$ cat src/rtl/mem_arbiter_if.sv
// mem_arbiter_if
//   Bundles the two master request ports and the RAM port of the
//   two-master RAM arbiter into one interface.
//
//   Signals (names follow the bus they belong to):
//     m0_*/m1_*  : req, we, addr, sel, wdata, lock (master -> arbiter)
//                  ack, rdata                      (arbiter -> master)
//     ram_*      : ce, we, addr, sel, wdata        (arbiter -> RAM)
//                  rdata                           (RAM -> arbiter)
//
//   Modports:
//     slave  : the arbiter's view
//     master : the environment's view (both masters plus the RAM)
interface mem_arbiter_if #(
  parameter int ADDR_W = 32,
  parameter int DATA_W = 32
);
  localparam int SEL_W = DATA_W / 8;

  logic              m0_req;
  logic              m0_we;
  logic [ADDR_W-1:0] m0_addr;
  logic [SEL_W-1:0]  m0_sel;
  logic [DATA_W-1:0] m0_wdata;
  logic              m0_lock;
  logic              m0_ack;
  logic [DATA_W-1:0] m0_rdata;

  logic              m1_req;
  logic              m1_we;
  logic [ADDR_W-1:0] m1_addr;
  logic [SEL_W-1:0]  m1_sel;
  logic [DATA_W-1:0] m1_wdata;
  logic              m1_lock;
  logic              m1_ack;
  logic [DATA_W-1:0] m1_rdata;

  logic              ram_ce;
  logic              ram_we;
  logic [ADDR_W-1:0] ram_addr;
  logic [SEL_W-1:0]  ram_sel;
  logic [DATA_W-1:0] ram_wdata;
  logic [DATA_W-1:0] ram_rdata;

  modport slave (
    input  m0_req, m0_we, m0_addr, m0_sel, m0_wdata, m0_lock,
    output m0_ack, m0_rdata,
    input  m1_req, m1_we, m1_addr, m1_sel, m1_wdata, m1_lock,
    output m1_ack, m1_rdata,
    output ram_ce, ram_we, ram_addr, ram_sel, ram_wdata,
    input  ram_rdata
  );

  modport master (
    output m0_req, m0_we, m0_addr, m0_sel, m0_wdata, m0_lock,
    input  m0_ack, m0_rdata,
    output m1_req, m1_we, m1_addr, m1_sel, m1_wdata, m1_lock,
    input  m1_ack, m1_rdata,
    input  ram_ce, ram_we, ram_addr, ram_sel, ram_wdata,
    output ram_rdata
  );
endinterface

$ cat src/rtl/mem_arbiter.sv
// mem_arbiter
//   Round-robin arbiter and access sequencer for a single-port data RAM
//   shared by the processor data port (master 0) and a secondary
//   requester (master 1). Every access runs IDLE -> ACCESS -> RESP, so
//   one access completes every three cycles.
//
//   Ports:
//     clk_i      : clock, rising edge
//     rst_ni     : asynchronous reset, active low
//     bus        : mem_arbiter_if.slave (both masters and the RAM port)
//     m0_stall_o : processor stall request, m0_req & ~m0_ack
//
//   Optional feature:
//     MEM_ARB_LOCK_EN : when defined, a master granted with lock high
//                       keeps priority for its next request.
module mem_arbiter #(
  parameter int ADDR_W = 32,
  parameter int DATA_W = 32
) (
  input  logic          clk_i,
  input  logic          rst_ni,
  mem_arbiter_if.slave  bus,
  output logic          m0_stall_o
);

  localparam int SEL_W = DATA_W / 8;

  typedef enum logic [1:0] {
    IDLE   = 2'd0,
    ACCESS = 2'd1,
    RESP   = 2'd2
  } state_e;

  state_e            state_q;
  logic              owner_q;
  logic              we_q;
  logic              last_q;
  logic              ramCe_q;
  logic              ramWe_q;
  logic [ADDR_W-1:0] ramAddr_q;
  logic [SEL_W-1:0]  ramSel_q;
  logic [DATA_W-1:0] ramWdata_q;
  logic              ack0_q;
  logic              ack1_q;
  logic [DATA_W-1:0] rdata0_q;
  logic [DATA_W-1:0] rdata1_q;

  logic              grantValid_d;
  logic              grantOwner_d;

`ifdef MEM_ARB_LOCK_EN
  logic              lock_q;
  logic              hold_q;
  logic              grantLock_d;
`else
  logic              unusedLock;
  assign unusedLock = bus.m0_lock ^ bus.m1_lock;
`endif

  // Grant decision for the IDLE cycle. Contention goes to the master
  // that did not own the previous unlocked access; a locked owner that
  // asks again keeps the RAM.
  always_comb begin
    grantValid_d = bus.m0_req | bus.m1_req;
    if (bus.m0_req && bus.m1_req) begin
      grantOwner_d = ~last_q;
    end else begin
      grantOwner_d = bus.m1_req;
    end
`ifdef MEM_ARB_LOCK_EN
    if (hold_q && (owner_q ? bus.m1_req : bus.m0_req)) begin
      grantOwner_d = owner_q;
    end
    grantLock_d = grantOwner_d ? bus.m1_lock : bus.m0_lock;
`endif
  end

  // Access sequencer. The RAM drive registers double as the latched
  // request, so they are only non-zero during ACCESS.
  always_ff @(posedge clk_i or negedge rst_ni) begin
    if (!rst_ni) begin
      state_q    <= IDLE;
      owner_q    <= 1'b0;
      we_q       <= 1'b0;
      last_q     <= 1'b1;
      ramCe_q    <= 1'b0;
      ramWe_q    <= 1'b0;
      ramAddr_q  <= '0;
      ramSel_q   <= '0;
      ramWdata_q <= '0;
      ack0_q     <= 1'b0;
      ack1_q     <= 1'b0;
      rdata0_q   <= '0;
      rdata1_q   <= '0;
`ifdef MEM_ARB_LOCK_EN
      lock_q     <= 1'b0;
      hold_q     <= 1'b0;
`endif
    end else begin
      case (state_q)
        IDLE: begin
          if (grantValid_d) begin
            state_q    <= ACCESS;
            owner_q    <= grantOwner_d;
            we_q       <= grantOwner_d ? bus.m1_we : bus.m0_we;
            ramCe_q    <= 1'b1;
            ramWe_q    <= grantOwner_d ? bus.m1_we : bus.m0_we;
            ramAddr_q  <= grantOwner_d ? bus.m1_addr : bus.m0_addr;
            ramSel_q   <= grantOwner_d ? bus.m1_sel : bus.m0_sel;
            ramWdata_q <= grantOwner_d ? bus.m1_wdata : bus.m0_wdata;
`ifdef MEM_ARB_LOCK_EN
            lock_q     <= grantLock_d;
            hold_q     <= 1'b0;
`endif
          end
        end
        ACCESS: begin
          state_q    <= RESP;
          ramCe_q    <= 1'b0;
          ramWe_q    <= 1'b0;
          ramAddr_q  <= '0;
          ramSel_q   <= '0;
          ramWdata_q <= '0;
          ack0_q     <= ~owner_q;
          ack1_q     <= owner_q;
        end
        RESP: begin
          state_q <= IDLE;
          ack0_q  <= 1'b0;
          ack1_q  <= 1'b0;
          // The RAM data only becomes valid during RESP, so it is
          // stored here and bypassed to the master while ack is high.
          if (!we_q) begin
            if (owner_q) begin
              rdata1_q <= bus.ram_rdata;
            end else begin
              rdata0_q <= bus.ram_rdata;
            end
          end
`ifdef MEM_ARB_LOCK_EN
          if (lock_q) begin
            hold_q <= 1'b1;
          end else begin
            last_q <= owner_q;
          end
`else
          last_q <= owner_q;
`endif
        end
        default: begin
          state_q <= IDLE;
        end
      endcase
    end
  end

  assign bus.ram_ce    = ramCe_q;
  assign bus.ram_we    = ramWe_q;
  assign bus.ram_addr  = ramAddr_q;
  assign bus.ram_sel   = ramSel_q;
  assign bus.ram_wdata = ramWdata_q;

  assign bus.m0_ack = ack0_q;
  assign bus.m1_ack = ack1_q;

  // Read data is live from the RAM in the owner's ack cycle and held
  // from the stored copy afterwards.
  assign bus.m0_rdata = (state_q == RESP && !owner_q && !we_q) ? bus.ram_rdata : rdata0_q;
  assign bus.m1_rdata = (state_q == RESP && owner_q && !we_q) ? bus.ram_rdata : rdata1_q;

  assign m0_stall_o = bus.m0_req & ~ack0_q;

endmodule

$ cat src/flat_wrapper.sv
// flat-port wrapper written by rule: the top's interface ports become plain ports
module mem_arbiter_flat 
#(
  parameter int ADDR_W = 32,
  parameter int DATA_W = 32
)
  (clk_i, rst_ni, m0_stall_o, bus_m0_req, bus_m0_we, bus_m0_addr, bus_m0_sel, bus_m0_wdata, bus_m0_lock, bus_m0_ack, bus_m0_rdata, bus_m1_req, bus_m1_we, bus_m1_addr, bus_m1_sel, bus_m1_wdata, bus_m1_lock, bus_m1_ack, bus_m1_rdata, bus_ram_ce, bus_ram_we, bus_ram_addr, bus_ram_sel, bus_ram_wdata, bus_ram_rdata);
  mem_arbiter_if #(.ADDR_W(ADDR_W), .DATA_W(DATA_W)) bus_i ();
  input  logic clk_i;
  input  logic rst_ni;
  output logic m0_stall_o;
  input wire logic [$bits(bus_i.m0_req)-1:0] bus_m0_req;
  input wire logic [$bits(bus_i.m0_we)-1:0] bus_m0_we;
  input wire logic [$bits(bus_i.m0_addr)-1:0] bus_m0_addr;
  input wire logic [$bits(bus_i.m0_sel)-1:0] bus_m0_sel;
  input wire logic [$bits(bus_i.m0_wdata)-1:0] bus_m0_wdata;
  input wire logic [$bits(bus_i.m0_lock)-1:0] bus_m0_lock;
  output wire logic [$bits(bus_i.m0_ack)-1:0] bus_m0_ack;
  output wire logic [$bits(bus_i.m0_rdata)-1:0] bus_m0_rdata;
  input wire logic [$bits(bus_i.m1_req)-1:0] bus_m1_req;
  input wire logic [$bits(bus_i.m1_we)-1:0] bus_m1_we;
  input wire logic [$bits(bus_i.m1_addr)-1:0] bus_m1_addr;
  input wire logic [$bits(bus_i.m1_sel)-1:0] bus_m1_sel;
  input wire logic [$bits(bus_i.m1_wdata)-1:0] bus_m1_wdata;
  input wire logic [$bits(bus_i.m1_lock)-1:0] bus_m1_lock;
  output wire logic [$bits(bus_i.m1_ack)-1:0] bus_m1_ack;
  output wire logic [$bits(bus_i.m1_rdata)-1:0] bus_m1_rdata;
  output wire logic [$bits(bus_i.ram_ce)-1:0] bus_ram_ce;
  output wire logic [$bits(bus_i.ram_we)-1:0] bus_ram_we;
  output wire logic [$bits(bus_i.ram_addr)-1:0] bus_ram_addr;
  output wire logic [$bits(bus_i.ram_sel)-1:0] bus_ram_sel;
  output wire logic [$bits(bus_i.ram_wdata)-1:0] bus_ram_wdata;
  input wire logic [$bits(bus_i.ram_rdata)-1:0] bus_ram_rdata;
  assign bus_i.m0_req = bus_m0_req;
  assign bus_i.m0_we = bus_m0_we;
  assign bus_i.m0_addr = bus_m0_addr;
  assign bus_i.m0_sel = bus_m0_sel;
  assign bus_i.m0_wdata = bus_m0_wdata;
  assign bus_i.m0_lock = bus_m0_lock;
  assign bus_m0_ack = bus_i.m0_ack;
  assign bus_m0_rdata = bus_i.m0_rdata;
  assign bus_i.m1_req = bus_m1_req;
  assign bus_i.m1_we = bus_m1_we;
  assign bus_i.m1_addr = bus_m1_addr;
  assign bus_i.m1_sel = bus_m1_sel;
  assign bus_i.m1_wdata = bus_m1_wdata;
  assign bus_i.m1_lock = bus_m1_lock;
  assign bus_m1_ack = bus_i.m1_ack;
  assign bus_m1_rdata = bus_i.m1_rdata;
  assign bus_ram_ce = bus_i.ram_ce;
  assign bus_ram_we = bus_i.ram_we;
  assign bus_ram_addr = bus_i.ram_addr;
  assign bus_ram_sel = bus_i.ram_sel;
  assign bus_ram_wdata = bus_i.ram_wdata;
  assign bus_i.ram_rdata = bus_ram_rdata;
  mem_arbiter #(.ADDR_W(ADDR_W), .DATA_W(DATA_W)) u_core (.clk_i(clk_i), .rst_ni(rst_ni), .bus(bus_i), .m0_stall_o(m0_stall_o));
endmodule
$ cat config.mk
export PLATFORM = sky130hd
export DESIGN_NAME = mem_arbiter_flat
export DESIGN_NICKNAME = d
export VERILOG_FILES = /design/src/rtl/mem_arbiter_if.sv /design/src/rtl/mem_arbiter.sv /design/src/flat_wrapper.sv
export SDC_FILE = /design/constraint.sdc
export NUM_CORES = 1
export LEC_CHECK = 0
export BUFFER_PORTS_ARGS = -buffer_cell sky130_fd_sc_hd__buf_2
export CAP_MARGIN = 40
export CORE_ASPECT_RATIO = 1.25
export CORE_UTILIZATION = 42
export CTS_CLUSTER_SIZE = 20
export DETAILED_ROUTE_END_ITERATION = 7
export GPL_TIMING_DRIVEN = 0
export PLACE_DENSITY = 0.75
export SETUP_SLACK_MARGIN = 0.3
export SYNTH_ARGS = -nofsm -noshare
export SYNTH_HDL_FRONTEND = slang
export SYNTH_SLANG_ARGS = --single-unit
$ cat constraint.sdc
create_clock -name clk_i -period 4.7 [get_ports clk_i]
set_clock_uncertainty 0.1 [all_clocks]
set_input_delay 0.47 -clock clk_i [delete_from_list [all_inputs] [get_ports clk_i]]
set_output_delay 0.47 -clock clk_i [all_outputs]
set_load 0.01 [all_outputs]
# --- Yosys cells after proc, flatten, opt, wreduce, memory -nomap -nowiden ---
# Index checks and enable logic that the tools add are counted.
totals:
  mem_bits_rw: 0
  inputBits: 176
  n_memories: 0
  ff_bits: 141
  output_inout_bits: 137
  latchBits: 0
  elab_cells: 57
  romBits: 0
classes:
  bitwise: 6
  eq_ne: 3
  order_cmp: 0
  add_sub_neg: 0
  shift: 0
  n_mul: 0
  reduce_logical: 14
  n_div: 0
  mux: 21
ops:
  columns: ["cell", "n"]
  rows:
  - ["2-to-1 mux 32 bit", 6]
  - ["case mux 32 bit (2 select lines)", 2]
  - ["2-to-1 mux 4 bit", 2]
  - ["case mux 1 bit (2 select lines)", 4]
  - ["case mux 4 bit (2 select lines)", 1]
  - ["AND reduction 3 bit", 2]
  - ["logical AND 1 bit", 5]
  - ["2-to-1 mux 1 bit", 4]
  - ["NOT 1 bit", 4]
  - ["case mux 2 bit (2 select lines)", 1]
  - ["AND reduction 2 bit", 2]
  - ["nonzero test 2 bit", 2]
  - ["== test 2 x 1 -> 1 bit (second input constant)", 1]
  - ["== test 2 bit (second input constant)", 1]
  - ["logical NOT 1 bit", 2]
  - ["logical NOT 2 bit", 1]
  - ["2-to-1 mux 2 bit", 1]
  - ["inequality test 2 x 1 -> 1 bit (second input constant)", 1]
  - ["bitwise AND 1 bit", 1]
  - ["bitwise OR 1 bit", 1]

# --- Longest topological paths before layout ---
# Gate-level depths: netlist (run 1).
logic_depth:
  depth_word: 5
  ltp_mapped: 8
  depth_no_buf: 5

# --- Worst setup path before layout (run 1) ---
# No wires, ideal clock.
synth_timing:
  kind: "register to output"
  startpoint: "reg u_core.state_q[0]"
  endpoint: "out bus_m0_rdata[0]"
  path_buffers: 2
  arrival_time_ns: 1.615
  required_time_ns: 4.130
  path_stages_with_launch: 7
  path_slack_ns: 2.515
  path_cell_list: "dfrtp_1 -> inv_1 -> ha_1 -> nor3b_1 -> buf_2 -> buf_4 -> mux2_1"
synth_between:
  elab_chain_len: 4
synth_lines:
  columns: ["element", "line_no", "text"]
  rows:
  - ["start, declared", "mem_arbiter.sv:34", "state_e state_q;"]
  - ["start signal, assigned", "mem_arbiter.sv:82", "state_q <= IDLE;"]
  - ["start signal, assigned", "mem_arbiter.sv:103", "state_q <= ACCESS;"]
  - ["start signal, assigned", "mem_arbiter.sv:118", "state_q <= RESP;"]
  - ["== test 2 bit", "mem_arbiter.sv:168", "assign bus.m0_rdata = (state_q == RESP && !owner_q && !we_q) ? bus.ram_rdata : rdata0_q;"]
  - ["logical AND 1 bit (2 in a row)", "mem_arbiter.sv:168", null]
  - ["2-to-1 mux 32 bit", "mem_arbiter.sv:168", null]
  - ["end, declared", "flat_wrapper.sv:19", "output wire logic [$bits(bus_i.m0_rdata)-1:0] bus_m0_rdata;"]
# Every way passes these cells.

# --- Final worst setup path (run 1) ---
layout_timing:
  startpoint: "reg u_core.state_q[0]"
  endpoint: "out bus_m0_rdata[8]"
# The elaborated chain is that of the path after synthesis.

==> results of run 1 <==
flip-flops by register name, summed over array words and instances (netlist names), 2 cells and up:
signal and flops:
u_core.bus.ram_wdata 32, u_core.rdata1_q 32, u_core.bus.ram_sel 4, u_core.rdata0_q 32, u_core.bus.ram_addr 32, u_core.state_q 2
worst max-delay path: cells and delay by family (launching register included):
kind,cells,cell delay [ns]
adder cells (fa/ha/maj),1,0.26
buffers and inverters,4,0.84
multiplexers,1,0.36
AND/OR/NAND/NOR,1,0.26
flip-flops,1,0.38
per-layer routing:
layer	wire length, µm	global-route usage	share of wire
met5	0	0	0
met4	425	0.0848	0.022
met3	1610	0.0866	0.083
met2	10100	0.407	0.52
met1	7240	0.255	0.37
report_power, final:
group,switching (µW),internal [µW],leakage (µW)
registers,246,1730,0.00177
logic,1360,1260,0.00258
clock network,517,984,0.000320
final timing paths:
path / end / slack (ns) / cells past startpoint
min in group asynchronous: u_core.rdata1_q[30] / 0.51 / 2
worst min-delay path: u_core.bus.ram_wdata[11] / 0.17 / 2
worst min register to register: u_core.rdata0_q[3] / 0.38 / 1
worst max-delay path: bus_m0_rdata[8] / 1.62 / 7
worst max register to register: u_core.bus.ram_wdata[0] / 2.40 / 6
max in group asynchronous: u_core.last_q / 3.16 / 3
logic make-up (layout without fill, tap and decap cells):
group / after synthesis / count (layout) / synth area share
AO/OA/AOI/OAI: 147 / 147 / 0.210
flip-flops: 141 / 141 / 0.510
multiplexers: 130 / 130 / 0.211
buffers and inverters: 48 / 392 / 0.0446
AND/OR/NAND/NOR: 18 / 18 / 0.0170
adder cells (fa/ha/maj): 4 / 4 / 0.00723
other: 0 / 1 / 0
stage by stage:
stage,worst slack [ns],instances,util,hold WS (ns),area [µm²]
floorplan,2.52,488,-,0.0744,6920
global placement,1.03,1014,0.542,0.360,8740
detailed placement,2.06,1015,0.544,0.367,8780
CTS,1.59,1048,0.585,0.156,9450
global route,1.46,1048,0.585,0.155,9450
finish,1.62,1049,0.586,0.173,9450
cell type report:
type	count	area (µm²)
diodes	1	2.50
plain buffers	44	294
clock buffers	22	474
clock inverters	10	185
fillers	1388	6690
inverters	4	15.0
multi-input cells	299	3080
flip-flops and latches	141	3530
well taps	216	270
repair buffers	312	1600
cells in the final DEF (no fill, tap or decap), types with 2 or more instances in the layout:
cell type / instances
a21boi_1: 19
a21boi_2: 50
a221o_1: 69
buf_2: 328
buf_4: 8
buf_6: 11
bufinv_16: 5
clkbuf_1: 9
clkbuf_16: 17
clkbuf_8: 3
clkinv_2: 2
clkinv_4: 2
dfrtp_1: 140
ha_1: 4
inv_1: 4
mux2_1: 128
mux2_2: 2
nand2_1: 5
nand3b_1: 2
nor2_1: 2
nor3_2: 2
o21ai_1: 5
==> metrics.md, run 1 <==
| Metric | Value |
|---|---|
| Cells after Synth | 488 |
| Vias in the first global route | 5785 |
| Final Critical Period | 3.08 ns |
| Drt first pass iters | 4 |
| Nets | 999 |
| Final setup violation count | 0 |
| Final wirelength | 19400 µm |
| RSZ-0062 raised after global routing | no |
| Iter 0 DRT Violations | 230 |
| Total chip power | 6100 µW |
| Antenna Nets Post-Route | 0 |
| Global-route wire length before repair | 29600 µm |
| Fmax | 325 MHz |
| Max clock buf depth | 2 |
| Static leakage | 0.00467 µW |
| Post-synth EDFFs | 0 |
| CTS tree | built |
| Async S/R FF share, synth | 1.00 |
| FP Rows | 52 |
| DP HPWL | 14700 µm |
| Die height | 146 µm |
| Crit path from | u_core.state_q[0] |
| CTS H-tree lvls | 4 |
| Via count | 5506 |
| Largest cells by area after synthesis | dfrtp_1, mux2_1, a221o_1, a21boi_2, a21boi_1 |
| CTS Hold Bufs | 1 |
| Vias per cell | 5.25 |
| Cts repair resizes | 0 |
| Slowest cell delay on critical path | 0.38 ns |
| Worst-path fanout max | 10 |
| R2R Path Start | u_core.state_q[0] |
| Path type of the worst min-delay path | in2reg |
| Final worst path period share | 0.655 |
| Initial antenna violation count | 0 |
| Pin count of the biggest net entering global routing | 75 |
| Clock transition at path regs | 0.06 ns |
| CTS root buf | clkbuf_16 |
| Syn nets | 668 |
| Wire per inst | 18.5 µm |
| Clk_lat worst skew | 0.41 ns |
| Cell accounting for the most synthesized area | dfrtp_1 |
| Worst EP required | 4.13 ns |
| Share of the synthesized area in the top cell type | 0.506 |
| Status | completed |
| Starting Density | 0.429 |
| Cell with the most instances after synthesis | dfrtp_1 |
| Hold Startpoint | bus_m0_wdata[11] |
| Gr ovfl total | 0 |
| Die ar. | 17000 µm² |
| Synth top cells by count | dfrtp_1, mux2_1, a221o_1, a21boi_2 |
| Placer congestion estimate | 0.855 |
| P&R area growth vs syn | 36.5% |
| Syn Std Cell Area | 6920 µm² |
| Cell area power density | 646 nW/µm² |
| Flops & latches, synth | 141 |
| GRT Overall Usage | 0.234 |
| Cts bufs inserted | 17 |
| Die width | 117 µm |
| Element type at the critical path end | primary output |
| Cell Chain, Critical Path | inv_1 > ha_1 > nor3b_1 > buf_2 > buf_4 > mux2_1 > buf_2 |
| DRC | 0 |
| Warnings, synthesis | 0 |
| Syn Area/Cell | 14.2 µm² |
| Io pins | 313 |
| Setup Buffers After CTS | 0 |
| Post-synth cell types | 29 |
| CP startpoint kind | flip-flop |
| CTS sink cnt | 141 |
| CP Class | reg2out |
| Share of layout cells above drive strength 1 | 0.523 |
| Synth Flop Type | dfrtp_1 |
| Critical Path Most Common Cell | buf_2 |
| Critical Path AT | 2.51 ns |
| Worst path slowest cell | dfrtp_1 |
| Sequential share of the synthesized area | 0.510 |
| Count of final max-slew check failures | 0 |
| I/O Buffers | 310 |
| Peak supply drop | 0.325 mV |
| Worst slew pin tran | 0.654 ns |
| Core Region | 16100 µm² |
| Relative slew slack | 0.564 |
| Final TNS setup | 0 ns |
| Max-cap viol count | 0 |
| Hold Fails Final Rpt | 0 |
(Power assumes the default switching activity.)
==> inputs of run 2 (changes only) <==
--- a/config.mk
+++ b/config.mk
@@ -12,7 +12,7 @@
 export CTS_CLUSTER_SIZE = 20
 export DETAILED_ROUTE_END_ITERATION = 7
 export GPL_TIMING_DRIVEN = 0
-export PLACE_DENSITY = 0.75
+export PLACE_DENSITY = 0.78
 export SETUP_SLACK_MARGIN = 0.3
 export SYNTH_ARGS = -nofsm -noshare
 export SYNTH_HDL_FRONTEND = slang
==> constraint.sdc (replaced) <==
create_clock -name clk_i -period 2.8 [get_ports clk_i]
set_clock_uncertainty 0.1 [all_clocks]
set_input_delay 0.28 -clock clk_i [delete_from_list [all_inputs] [get_ports clk_i]]
set_output_delay 0.28 -clock clk_i [all_outputs]
set_load 0.01 [all_outputs]
==> metrics.md, run 2 (same netlist as run 1, synthesis figures left out) <==
| Metric | Value |
|---|---|
| Clk_lat worst skew | 0.42 ns (was 0.41 ns) |
| Placed Cells | 1015 (unchanged) |
| Vias per cell | 5.42 (was 5.25) |
| Element type at the critical path end | primary output (unchanged) |
| CTS tree | built (unchanged) |
| Vias in the first global route | 6879 (was 5785) |
| FP Rows | 52 (unchanged) |
| Initial antenna violation count | 0 (unchanged) |
| Peak supply drop | 0.492 mV (was 0.325 mV) |
| GRT Overall Usage | 0.280 (was 0.234) |
| Final Instance Count excl. Fillers | 1182 (was 1049) |
| Met2 Use GR | 0.490 (was 0.407) |
| Final wirelength | 23600 µm (was 19400 µm) |
| Clock transition at path regs | 0.06 ns (about the same) |
| Max-cap viol count | 0 (unchanged) |
| # fillers | 1131 (was 1388) |
| Global-route wire length before repair | 35800 µm (was 29600 µm) |
| Nets | 1134 (was 999) |
| Critical Path AT | 2.12 ns (was 2.51 ns) |
| Int Pwr | 6700 µW (was 3980 µW) |
| Status | completed (unchanged) |
| Drt first pass iters | 4 (unchanged) |
| GR Util met1 | 0.307 (was 0.255) |
| I/O Buffers | 310 (unchanged) |
| Worst EP required | 2.42 ns (was 4.13 ns) |
| Count of final max-slew check failures | 0 (unchanged) |
| Die width | 117 µm (unchanged) |
| Wire per inst | 20.0 µm (was 18.5 µm) |
| Worst path slowest cell | dfrtp_1 (unchanged) |
| Final Critical Period | 2.50 ns |
| Clock power share | 0.219 (was 0.246) |
| DP HPWL | 14400 µm (was 14700 µm) |
| Core Region | 16100 µm² (unchanged) |
| Path type of the worst min-delay path | in2reg (unchanged) |
| Ant. Diodes | 0 (was 1) |
| CTS sink cnt | 141 (unchanged) |
| Share of layout cells above drive strength 1 | 0.472 (was 0.523) |
| Via count | 6405 (was 5506) |
| Cell Chain, Critical Path | inv_2 > ha_4 > nor3b_4 > buf_6 > buf_12 > mux2_1 > buf_2 (was inv_1 > ha_1 > nor3b_1 > buf_2 > buf_4 > mux2_1 > buf_2) |
| Relative slew slack | 0.578 (was 0.564) |
| Final Util | 0.674 (was 0.586) |
| Pre-CTS worst setup slack | 0.282 ns (was 2.06 ns) |
| DRC | 0 (unchanged) |
| CTS H-tree lvls | 4 (unchanged) |
| Iter 0 DRT Violations | 310 (was 230) |
| Top Usage Layer GRT | met2 (unchanged) |
| Starting Density | 0.429 (unchanged) |
| Psw | 3840 µW (was 2130 µW) |
| Final worst path period share | 0.891 |
| Seq pwr share | 0.320 (was 0.324) |
| Placer congestion estimate | 0.832 (was 0.855) |
| Cell area power density | 969 nW/µm² (was 646 nW/µm²) |
| Commonest non-fill, non-tap cell in the layout | buf_2 (unchanged) |
| Die ar. | 17000 µm² (unchanged) |
| PnR worst setup slack | 0.305 ns (was 1.62 ns) |
| Max clock buf depth | 2 (unchanged) |
| Slowest cell delay on critical path | 0.39 ns (was 0.38 ns) |
| RSZ-0062 raised after global routing | yes (was no) |
| CP Class | reg2out (unchanged) |
| Cts bufs inserted | 17 (unchanged) |
| Pin count of the biggest net entering global routing | 78 (was 75) |
| Final setup violation count | 0 (unchanged) |
| Worst slew pin tran | 0.633 ns (was 0.654 ns) |
| Most frequent cells in the layout | buf_2, dfrtp_1, dlygate4sd3_1 (was buf_2, dfrtp_1, mux2_1) |
| Met3 Resource Use GR | 0.0766 (was 0.0866) |
| Antenna Nets Post-Route | 0 (unchanged) |
| Fmax | 401 MHz |
| Die height | 146 µm (unchanged) |
| Static leakage | 0.00527 µW (was 0.00467 µW) |
| Gr ovfl total | 0 (unchanged) |
| CTS root buf | clkbuf_16 (unchanged) |
| P&R area growth vs syn | 57.0% (was 36.5%) |
| CP startpoint kind | flip-flop (unchanged) |
| Net Sw Frac | 0.365 (was 0.348) |
| Hold Fails Final Rpt | 0 (unchanged) |
| Worst-path fanout max | 10 (unchanged) |
| FF-to-FF path depth | 7 (was 6) |
| Comb pwr share | 0.461 (was 0.431) |
| Hold depth | 2 (unchanged) |
| Io pins | 313 (unchanged) |
[run 2: changes by cell type in the layout (fill, tap and decap cells not counted), sizes merged]
| cell | delta |
|---|---|
| clkbuf | -3 |
| buf | +9 |
| bufinv | -2 |
| dlygate4sd3 | +125 |
| clkinvlp | +2 |
| inv | +3 |
| diode | -1 |
[run 2: layout make-up]
cell class / instances / area (µm²) / area share
multi-input cells: 299 / 3140 / 0.289
clock buffers: 18 / 429 / 0.0395
inverters: 4 / 15.0 / 0.00138
clock inverters: 13 / 166 / 0.0153
well taps: 216 / 270 / 0.0249
flip-flops and latches: 141 / 3530 / 0.325
plain buffers: 44 / 373 / 0.0343
repair buffers: 447 / 2950 / 0.271
[run 2: repair_timing]
action	CTS	global route
resized for setup	22	17
pin swaps	1	0
buffers inserted	5	4
endpoints found under the hold margin	132	0
cloned	0	1
hold buffers	126	0
endpoints found under the setup margin	64	83
[run 2: metal layers]
layer,share of wire,vias up
met3,0.075,77
met1,0.38,3156
met5,0,-
met4,0.039,0
li1,-,2819
met2,0.51,353
[run 2: through the flow]
step	TNS, ns	cell area, µm²	total power (µW)	hold WS [ns]
after floorplan	0	6920	6090	-0.116
after detailed placement	0	8780	7780	0.215
after global placement	-88.09	8740	7660	0.359
final	0	10900	10500	0.0115
after global routing	0	10900	11100	0.00288
after CTS	0	10700	10300	0.000332
[run 2: path summary, 6_finish.rpt]
path / startpoint / endpoint / slack [ns]
worst min register to register: u_core.rdata0_q[5] / u_core.rdata0_q[5] / 0.38
worst max-delay path: u_core.state_q[0] / bus_m0_rdata[18] / 0.30
worst min-delay path: bus_ram_rdata[22] / u_core.rdata0_q[22] / 0.01
worst max register to register: u_core.state_q[0] / u_core.bus.ram_wdata[19] / 0.43
min in group asynchronous: rst_ni / u_core.state_q[1] / 0.34
max in group asynchronous: rst_ni / u_core.bus.ram_addr[15] / 1.47
[run 2: power groups by stage]
stage               combinational (µW)  sequential, µW  clock (µW)
floorplan                         2690            3400           0
global placement                  4350            3310           0
detailed placement                4440            3340           0
CTS                               4680            3330        2330
global route                      5240            3460        2430
finish                            4850            3370        2310
[run 2: worst max-delay path: cells and delay by family, from the launching register on]
family / cells / cell delay [ns]
and+or+nand+nor: 1 / 0.21
buffers and inverters: 4 / 0.59
adders and majority gates: 1 / 0.15
muxes: 1 / 0.35
DFF: 1 / 0.39
==> inputs of run 3 (changes only) <==
--- a/config.mk
+++ b/config.mk
@@ -12,7 +12,7 @@
 export CTS_CLUSTER_SIZE = 20
 export DETAILED_ROUTE_END_ITERATION = 7
 export GPL_TIMING_DRIVEN = 0
-export PLACE_DENSITY = 0.78
+export PLACE_DENSITY = 0.75
 export SETUP_SLACK_MARGIN = 0.3
 export SYNTH_ARGS = -nofsm -noshare
 export SYNTH_HDL_FRONTEND = slang
==> constraint.sdc (replaced) <==
create_clock -name clk_i -period 3.1 [get_ports clk_i]
set_clock_uncertainty 0.1 [all_clocks]
set_input_delay 0.31 -clock clk_i [delete_from_list [all_inputs] [get_ports clk_i]]
set_output_delay 0.31 -clock clk_i [all_outputs]
set_load 0.01 [all_outputs]
==> metrics.md, run 3 (same netlist as run 1, synthesis figures left out) <==
| Metric | Value |
|---|---|
| CTS sink cnt | 141 (unchanged) |
| Count of final max-slew check failures | 0 (unchanged) |
| Final Util | 0.597 (was 0.674) |
| Vias per cell | 5.23 (was 5.42) |
| Most frequent cells in the layout | buf_2, dfrtp_1, mux2_1 (was buf_2, dfrtp_1, dlygate4sd3_1) |
| Comb pwr share | 0.435 (was 0.461) |
| Iter 0 DRT Violations | 248 (was 310) |
| CTS root buf | clkbuf_16 (unchanged) |
| Max clock buf depth | 2 (unchanged) |
| Hold depth | 2 (unchanged) |
| FF-to-FF path depth | 8 (was 7) |
| DP HPWL | 14700 µm (was 14400 µm) |
| Status | completed (unchanged) |
| Global-route wire length before repair | 29900 µm (was 35800 µm) |
| R2R Setup Slk | 0.45 ns (was 0.43 ns) |
| Worst EP required | 3.30 ns (was 2.42 ns) |
| Initial antenna violation count | 0 (unchanged) |
| Hold Fails Final Rpt | 0 (unchanged) |
| P&R area growth vs syn | 39.1% (was 57.0%) |
| Drt first pass iters | 6 (was 4) |
| Net Sw Frac | 0.348 (was 0.365) |
| Relative slew slack | 0.567 (was 0.578) |
| Final wirelength | 19700 µm (was 23600 µm) |
| Cell area power density | 969 nW/µm² (about the same) |
| Critical Path AT | 2.85 ns (was 2.12 ns) |
| Clock power share | 0.244 (was 0.219) |
| CTS tree | built (unchanged) |
| Gr ovfl total | 0 (unchanged) |
| Final Critical Period | 2.65 ns |
| Final worst path period share | 0.854 |
| Placer congestion estimate | 0.855 (was 0.832) |
| Share of layout cells above drive strength 1 | 0.521 (was 0.472) |
| Die height | 146 µm (unchanged) |
| Antenna Nets Post-Route | 0 (unchanged) |
| Die width | 117 µm (unchanged) |
| Nets | 1013 (was 1134) |
| R2R Path Start | u_core.state_q[1] (was u_core.state_q[0]) |
| Worst-path fanout max | 10 (unchanged) |
| Die ar. | 17000 µm² (unchanged) |
| Placed Area | 8780 µm² (unchanged) |
| Fin area | 9630 µm² (was 10900 µm²) |
| RSZ-0062 raised after global routing | yes (unchanged) |
| FP Rows | 52 (unchanged) |
| Worst reg2reg path endpoint | u_core.bus.ram_addr[13] (was u_core.bus.ram_wdata[19]) |
| Psw | 3250 µW (was 3840 µW) |
| Io pins | 313 (unchanged) |
| Final setup violation count | 0 (unchanged) |
| Hold WS | 0.0169 ns (was 0.0115 ns) |
| GRT Overall Usage | 0.236 (was 0.280) |
| Element type at the critical path end | flip-flop (was primary output) |
| Starting Density | 0.429 (unchanged) |
| Peak supply drop | 0.496 mV (was 0.492 mV) |
| Int Pwr | 6080 µW (was 6700 µW) |
| Wire per inst | 18.5 µm (was 20.0 µm) |
| Worst slew pin tran | 0.650 ns (was 0.633 ns) |
| CTS H-tree lvls | 4 (unchanged) |
| Path type of the worst min-delay path | in2reg (unchanged) |
| Core Region | 16100 µm² (unchanged) |
| Pin count of the biggest net entering global routing | 75 (was 78) |
| Fmax | 378 MHz |
| Via count | 5563 (was 6405) |
| CP Class | reg2reg (was reg2out) |
| Seq pwr share | 0.321 (was 0.320) |
| Commonest non-fill, non-tap cell in the layout | buf_2 (unchanged) |
| Clk_lat worst skew | 0.41 ns (was 0.42 ns) |
| Hold Startpoint | bus_m1_wdata[2] (was bus_ram_rdata[22]) |
| Cts bufs inserted | 17 (unchanged) |
| CP startpoint kind | flip-flop (unchanged) |
| Clock transition at path regs | 0.06 ns (about the same) |
| Worst Hold End | u_core.bus.ram_wdata[2] (was u_core.rdata0_q[22]) |
| Max-cap viol count | 0 (unchanged) |
| DRC | 0 (unchanged) |
| Static leakage | 0.00475 µW (was 0.00527 µW) |
| I/O Buffers | 310 (unchanged) |
| Vias in the first global route | 5851 (was 6879) |
[run 3: metal layers]
layer,share of wire,GRT usage,vias up
met5,0,0,-
met4,0.026,0.0949,0
met3,0.081,0.0866,32
met2,0.52,0.409,231
met1,0.37,0.255,2725
li1,-,-,2575
[run 3: layout make-up]
cell class | instances | area (µm²)
fillers | 1356 | 6510
flip-flops and latches | 141 | 3530
multi-input cells | 299 | 3100
repair buffers | 326 | 1730
clock buffers | 22 | 474
plain buffers | 44 | 323
well taps | 216 | 270
clock inverters | 10 | 185
inverters | 4 | 15.0
diodes | 1 | 2.50
[run 3: through the flow]
step | cells | setup slack [ns] | TNS, ns | power (µW)
6_report | 1063 | 0.453 | 0 | 9330
5_1_grt | 1062 | 0.294 | 0 | 9920
4_1_cts | 1058 | 0.334 | 0 | 9370
3_5_place_dp | 1015 | 0.616 | 0 | 7020
3_3_place_gp | 1014 | -0.408 | -55.44 | 6910
2_1_floorplan | 488 | 1.08 | 0 | 5500
[run 3: what timing repair did]
action	in CTS	in global routing
resized for setup	2	16
hold buffers	10	4
buffers inserted	1	0
hold endpoints to repair	74	3
setup endpoints to repair	32	66
cloned	0	0
[run 3: worst max-delay path by stage]
| stage | from | end | cells past startpoint |
|---|---|---|---|
| 6_report | u_core.state_q[1] | u_core.bus.ram_addr[13] | 8 |
| 5_1_grt | u_core.state_q[0] | bus_m0_rdata[7] | 7 |
| 4_1_cts | u_core.state_q[0] | bus_m1_rdata[2] | 7 |
| 3_5_place_dp | u_core.state_q[0] | bus_m0_rdata[8] | 7 |
| 3_3_place_gp | rst_ni | u_core.bus.ram_wdata[23] | 1 |
| 2_1_floorplan | u_core.state_q[0] | bus_m0_rdata[0] | 6 |
[run 3: power groups by stage]
stage	combinational, µW	clock [µW]	sequential, µW
after global placement	3940	0	2970
after CTS	4070	2310	2990
final	4060	2270	3000
after global routing	4440	2390	3090
after detailed placement	4020	0	3000
after floorplan	2430	0	3070
[run 3: critical path: stages, from the launching register on]
cell and delay (ns):
dfrtp_1 0.38, inv_1 0.13, ha_1 0.35, or2_1 0.14
buf_2 0.18, buf_2 0.32, a21boi_2 0.09, a221o_1 0.27
dlygate4sd3_1 0.57
